$ cat config.mk
export PLATFORM = sky130hd
export DESIGN_NAME = cam_access_ctrl
export DESIGN_NICKNAME = d
export VERILOG_FILES = /design/src/rtl/cam_ctrl_pkg.sv /design/src/rtl/cam_free_slot_finder.sv /design/src/rtl/cam_access_ctrl.sv
export SDC_FILE = /design/constraint.sdc
export NUM_CORES = 1
export LEC_CHECK = 0
export CORE_UTILIZATION = 35
export DETAILED_ROUTE_END_ITERATION = 10
export PLACE_DENSITY = 0.69
export SLEW_MARGIN = 10
export SYNTH_ARGS = -nofsm -noshare
export SYNTH_HDL_FRONTEND = slang
export SYNTH_SLANG_ARGS = --single-unit
$ cat constraint.sdc
create_clock -name clk -period 1.9 [get_ports clk]
set_input_delay 0.38 -clock clk [delete_from_list [all_inputs] [get_ports clk]]
set_output_delay 0.38 -clock clk [all_outputs]
set_load 0.03 [all_outputs]
$ cat src/rtl/cam_ctrl_pkg.sv
// Shared types and helpers for the CAM access controller.
// Covers the FSM state encoding, the IDLE grant decision and a popcount helper.
package cam_ctrl_pkg;

  typedef enum logic [2:0] {
    IDLE,
    CLEAR,
    WRITE,
    SRCH_ISSUE,
    SRCH_WAIT,
    SRCH_RESP
  } state_e;

  typedef enum logic [1:0] {
    GNT_NONE,
    GNT_CLR,
    GNT_WR,
    GNT_SRCH
  } grant_e;

  // Bitmaps up to 32 entries (ADDR_WIDTH <= 5) are supported.
  function automatic int popcount(input logic [31:0] bits);
    int n;
    n = 0;
    for (int i = 0; i < 32; i++) begin
      n += int'(bits[i]);
    end
    return n;
  endfunction

endpackage

$ cat src/rtl/cam_free_slot_finder.sv
// Lowest-zero priority encoder over the valid bitmap.
// full is high when every entry is in use; free_slot is 0 in that case.
module cam_free_slot_finder #(
  parameter int ADDR_WIDTH = 2
) (
  input  logic [(1<<ADDR_WIDTH)-1:0] valid,
  output logic [ADDR_WIDTH-1:0]      free_slot,
  output logic                       full
);

  localparam int DEPTH = 1 << ADDR_WIDTH;

  // Scan downwards so the last assignment wins for the lowest free index.
  always_comb begin
    free_slot = '0;
    full      = 1'b1;
    for (int i = DEPTH - 1; i >= 0; i--) begin
      if (!valid[i]) begin
        free_slot = ADDR_WIDTH'(i);
        full      = 1'b0;
      end
    end
  end

endmodule

$ cat src/rtl/cam_access_ctrl.sv
// Arbitrates enrol/search/clear requests onto a shared password CAM, owns slot
// allocation via a valid bitmap and times out searches the CAM never finishes.
module cam_access_ctrl
  import cam_ctrl_pkg::*;
#(
  parameter int DATA_WIDTH   = 4,
  parameter int ADDR_WIDTH   = 2,
  parameter int SRCH_TIMEOUT = 8   // must be at least 2
) (
  input  logic                  clk,
  input  logic                  rst_n,
  input  logic                  clr_req,
  output logic                  clr_ack,
  input  logic                  wr_req,
  input  logic [DATA_WIDTH-1:0] wr_data,
  output logic                  wr_ack,
  output logic                  wr_full_err,
  output logic [ADDR_WIDTH-1:0] wr_slot,
  input  logic                  srch_req,
  input  logic [DATA_WIDTH-1:0] srch_data,
  output logic                  srch_done,
  output logic                  srch_hit,
  output logic [ADDR_WIDTH-1:0] srch_slot,
  output logic                  srch_timeout,
  output logic                  cam_we,
  output logic [DATA_WIDTH-1:0] cam_din,
  output logic [ADDR_WIDTH-1:0] cam_wr_addr,
  output logic [DATA_WIDTH-1:0] cam_cmp_din,
  input  logic                  cam_match,
  input  logic                  cam_busy,
  input  logic [ADDR_WIDTH-1:0] cam_match_addr,
  output logic                  ctrl_busy,
  output logic [ADDR_WIDTH:0]   entry_count,
  output state_e                dbg_state
);

  localparam int DEPTH = 1 << ADDR_WIDTH;
  localparam int CNT_W = $clog2(SRCH_TIMEOUT + 1);
  localparam logic [CNT_W-1:0] CNT_LAST = CNT_W'(SRCH_TIMEOUT - 1);

  state_e                state, state_next;
  grant_e                grant;
  logic [DEPTH-1:0]      valid;
  logic                  rr;        // 0: write wins a tie, 1: search wins
  logic [CNT_W-1:0]      wait_cnt;
  logic                  to_q;
  logic                  match_q;
  logic [ADDR_WIDTH-1:0] match_addr_q;
  logic [DATA_WIDTH-1:0] cmp_din_q;
  logic [ADDR_WIDTH-1:0] free_slot;
  logic                  full;
  logic                  do_write;

  cam_free_slot_finder #(.ADDR_WIDTH(ADDR_WIDTH)) u_finder (
    .valid     (valid),
    .free_slot (free_slot),
    .full      (full)
  );

  always_comb begin
    grant = GNT_NONE;
    if (clr_req)                grant = GNT_CLR;
    else if (wr_req && srch_req) grant = rr ? GNT_SRCH : GNT_WR;
    else if (wr_req)             grant = GNT_WR;
    else if (srch_req)           grant = GNT_SRCH;
  end

  always_comb begin
    state_next = state;
    case (state)
      IDLE: begin
        case (grant)
          GNT_CLR:  state_next = CLEAR;
          GNT_WR:   state_next = WRITE;
          GNT_SRCH: state_next = SRCH_ISSUE;
          default:  state_next = IDLE;
        endcase
      end
      CLEAR:      state_next = IDLE;
      WRITE:      state_next = IDLE;
      SRCH_ISSUE: state_next = SRCH_WAIT;
      SRCH_WAIT: begin
        if (!cam_busy || wait_cnt == CNT_LAST) state_next = SRCH_RESP;
      end
      SRCH_RESP:  state_next = IDLE;
      default:    state_next = IDLE;
    endcase
  end

  assign do_write = (state == WRITE) && !full;

  always_comb begin
    clr_ack      = (state == CLEAR);
    wr_ack       = (state == WRITE);
    wr_full_err  = (state == WRITE) && full;
    wr_slot      = do_write ? free_slot : '0;
    cam_we       = do_write;
    cam_din      = do_write ? wr_data : '0;
    cam_wr_addr  = do_write ? free_slot : '0;
    srch_done    = (state == SRCH_RESP);
    // A match on an entry cleared since it was written is stale and ignored.
    srch_hit     = srch_done && match_q && valid[match_addr_q] && !to_q;
    srch_slot    = srch_hit ? match_addr_q : '0;
    srch_timeout = srch_done && to_q;
    ctrl_busy    = (state != IDLE);
  end

  assign cam_cmp_din = cmp_din_q;
  assign entry_count = (ADDR_WIDTH + 1)'(popcount(32'(valid)));
  assign dbg_state   = state;

  always_ff @(posedge clk or negedge rst_n) begin
    if (!rst_n) begin
      state        <= IDLE;
      valid        <= '0;
      rr           <= 1'b0;
      wait_cnt     <= '0;
      to_q         <= 1'b0;
      match_q      <= 1'b0;
      match_addr_q <= '0;
      cmp_din_q    <= '0;
    end else begin
      state <= state_next;
      if (state == IDLE && (grant == GNT_WR || grant == GNT_SRCH)) rr <= ~rr;
      if (state == CLEAR) valid <= '0;
      if (do_write) valid[free_slot] <= 1'b1;
      case (state)
        SRCH_ISSUE: begin
          cmp_din_q    <= srch_data;
          wait_cnt     <= '0;
          to_q         <= 1'b0;
          match_q      <= 1'b0;
          match_addr_q <= '0;
        end
        SRCH_WAIT: begin
          if (!cam_busy) begin
            match_q      <= cam_match;
            match_addr_q <= cam_match_addr;
          end else if (wait_cnt == CNT_LAST) begin
            to_q <= 1'b1;
          end else begin
            wait_cnt <= wait_cnt + 1'b1;
          end
        end
        default: ;
      endcase
    end
  end

endmodule

==> key figures <==
Cells and area
  • Area delta synth->final: 83.7%
  • Nets: 220
  • Ant diodes: 0
  • Fillcell total: 227
  • Fraction of layout cells with a size suffix above 1: 49.0%
  • Final core occ: 68.4%

CTS
  • Clock Tree Buf Depth: 2
  • CTS tree: done
  • Clk slew on worst S/H paths: 0.12 ns
  • # H-tree levels: 1
  • Cts hold-fix bufs: 0
  • Cts bufs inserted: 3
  • Clock Sinks: 20
  • Worst-skew pair later-pin latency: 0.30 ns
  • Clock root cell: clkbuf_4

Yosys
  • Synth Register Bits: 20
  • Mapped Avg Cell Area: 9.47 um2
  • Netlist Area Pre-Place: 0.00115 mm2
  • Distinct cells, synth: 38
  • Post-Syn Instances: 121
  • Synthesis Warnings: 0
  • Register area share after synthesis: 43.7%
  • Syn nets: 142

Floorplan
  • Die W: 59.2 um
  • Initial Utilization: 37.2%
  • CORE AREA: 0.00308 mm2
  • Die Y: 59.2 um
  • Area of the die: 0.00351 mm2
  • Number of placement rows: 20
  • I/O pin total: 45

Timing
  • Slew Limit Fails: 0
  • Slew Limit Headroom: 73.0%
  • Setup TNS: -1.26 ns
  • Final Hold Viols: 0
  • Final hold slack: 0.400 ns
  • Final Critical Period: 2.25 ns
  • Max Clock Freq: 445 MHz
  • RSZ-0062 raised after global routing: yes
  • Worst setup margin: -0.345 ns
  • Worst Skew: 0.00497 ns
  • Finish-stage setup viols: 15
  • Worst slew pin tran: 0.401 ns
  • Period Utilization, post-route: 118%

Routing
  • # DRC: 0
  • Via Count: 1,225
  • Initial DRC Count: 29
  • Routed length per placed instance: 14.4 um
  • 1st-pass router iterations: 4
  • Post-DRT Antenna Nets: 0
  • Routed vias/inst: 5.06
  • Total wire length: 3500 um

Critical path
  • CP Launch Type: flop
  • CP Data Required Time: 1.52 ns
  • CP delay by family, top: adder cells
  • CP Class: reg -> out
  • CP Max Fanout: 2
  • Crit end category: output port
  • Slowest stage delay, CP: 0.52 ns
  • Worst r2r src: dbg_state[1]$_DFFE_PN0P_
  • Crit-path cells: inv_2, fa_1, inv_2, ha_4, ha_4, buf_6
  • Buffers & Inverters on Critical Path: 3
  • Critical path startpoint: valid[0]$_DFF_PN0_
  • WP data arrival: 1.87 ns
  • Flop2flop setup slack: 0.09 ns
  • Crit-path slowest cell: fa_1

Place
  • Final RePlAce weighted congestion: 0.771
  • Dpl ws: -0.383 ns
  • Detailed placement HPWL: 2210 um
  • I/O Buffers: 44

Global routing
  • Largest net degree at the start of global routing: 21
  • Vias in the first global route: 1,244
  • GRT overflow: 0
  • GRT Total Usage: 20.2%
  • First-pass GRT wire length: 5410 um
  • Initial antenna violation count: 0

Run
  • Max-cap check violation count: 0

Pwr
  • Sw Pwr: 0.00120 W
  • PwrDens: 1350 mW/mm2
  • IR Drop Worst-Case VDD: 750 uV
  • Clk pwr share: 8.9%
  • Sequential share of power: 26.0%
  • Internal Pwr Total: 0.00165 W
  • Part of the power in combinational logic: 65.2%
  • Lkg Pwr: 0.977 nW
  • Sw frac: 42.1%

Worst hold path
  • Hold Path Class: in -> async

Outcome
  • Failing checks: setup timing
  • Status: finished, violations left
## Yosys cell counts
library cell | instances | area (um2)
a21oi_1 | 3 | 15.0
a221oi_1 | 1 | 8.76
buf_2 | 2 | 10.0
nor4_2 | 1 | 12.5
fa_1 | 1 | 20.0
buf_4 | 3 | 22.5
a31oi_1 | 2 | 12.5
nor4b_1 | 1 | 8.76
or2_2 | 2 | 12.5
or3b_1 | 1 | 8.76
a211o_1 | 1 | 8.76
and2_1 | 2 | 12.5
or3_2 | 1 | 7.51
xnor2_1 | 1 | 8.76
nand2_1 | 17 | 63.8
nor2_1 | 5 | 18.8
inv_1 | 10 | 37.5
nand3_1 | 5 | 25.0
and3b_1 | 1 | 8.76
o22ai_1 | 1 | 6.26
nand2b_1 | 1 | 6.26
o21ai_0 | 7 | 35.0
o211ai_1 | 2 | 15.0
mux2i_1 | 3 | 30.0
and3_1 | 4 | 25.0
a2111oi_0 | 1 | 8.76
and3b_2 | 1 | 10.0
clkbuf_1 | 2 | 7.51
nand3b_1 | 4 | 30.0
or3b_2 | 1 | 8.76
nor3b_1 | 2 | 15.0
ha_1 | 3 | 37.5
mux2_2 | 5 | 56.3
xor2_1 | 1 | 8.76
a32o_1 | 1 | 10.0
nand4_1 | 1 | 6.26
dfrtp_1 | 20 | 500
nor4_1 | 1 | 6.26
## power by group through the flow
stage | Sequential [W] | Combinational, W | Clock [W]
floorplan | 0.000880 | 0.000714 | 0
global placement | 0.000727 | 0.00135 | 0
detailed placement | 0.000735 | 0.00139 | 0
CTS | 0.000730 | 0.00172 | 0.000256
global route | 0.000762 | 0.00198 | 0.000278
finish | 0.000739 | 0.00185 | 0.000253
## sequential cells by signal (all words and copies together) (netlist names)
name,flops
wait_cnt,4
cam_cmp_din,4
rr,1
match_q,1
dbg_state,3
match_addr_q,2
to_q,1
valid,4
## stage by stage
| stage | instances | total power [W] | instance area, um2 |
|---|---|---|---|
| finish | 242 | 0.00285 | 2110 |
| global route | 242 | 0.00302 | 2110 |
| global placement | 217 | 0.00208 | 1730 |
| CTS | 240 | 0.00271 | 2000 |
| detailed placement | 217 | 0.00213 | 1730 |
| floorplan | 121 | 0.00159 | 1220 |
## repair_timing
action | 4_1_cts | 5_1_grt
setup buffers | 19 | 5
setup endpoints to repair | 20 | 24
resized for setup | 40 | 27
pin swaps | 6 | 10
## cells by family (layout without fill, tap and decap cells)
family / Yosys count / after routing / share of synthesized area [%]
AND/OR/NAND/NOR: 51 / 51 / 25.0
flip-flops: 20 / 20 / 43.7
AO/OA/AOI/OAI: 19 / 19 / 10.5
buffers and inverters: 17 / 94 / 6.77
multiplexers: 8 / 8 / 7.53
adder cells (fa/ha/maj): 4 / 4 / 5.02
XOR/XNOR: 2 / 2 / 1.53
## routing by layer
layer / vias to the layer above / track usage, % / wire length (um)
met5: - / 0 / 0
li1: 577 / - / -
met3: 6 / 4.15 / 175
met4: 0 / 5.10 / 55
met2: 55 / 37.6 / 1870
met1: 587 / 23.3 / 1400
## final cells by class
| type | count | area [um2] | area share (%) |
|---|---|---|---|
| Clock buffer | 4 | 36.3 | 1.72 |
| Tap cell | 44 | 55.1 | 2.61 |
| Multi-Input combinational cell | 84 | 704 | 33.5 |
| Timing Repair Buffer | 80 | 764 | 36.3 |
| Inverter | 10 | 40.0 | 1.90 |
| Sequential cell | 20 | 505 | 24.0 |
## cells in the final DEF, fill, tap and decap left out, types with 3 or more instances in the layout
cell,instances
clkbuf_4,3
dfrtp_2,4
mux2_2,5
nor2_1,3
buf_4,30
buf_6,24
nand3_1,4
o21ai_0,7
mux2i_1,3
dfrtp_1,16
inv_1,4
nand2_1,16
nand3b_1,4
clkdlybuf4s50_1,20
and3_4,4
inv_2,5
## final timing paths
check,endpoint,cells past startpoint
max,entry_count[1],6
min,dbg_state[2]$_DFFE_PN0P_,2
max reg2reg,wait_cnt[3]$_DFFE_PN0P_,5
min reg2reg,rr$_DFFE_PN0P_,1
max in group asynchronous,valid[1]$_DFF_PN0_,2
min in group clk,rr$_DFFE_PN0P_,1
Note: power is estimated with default switching activity, not from simulation.
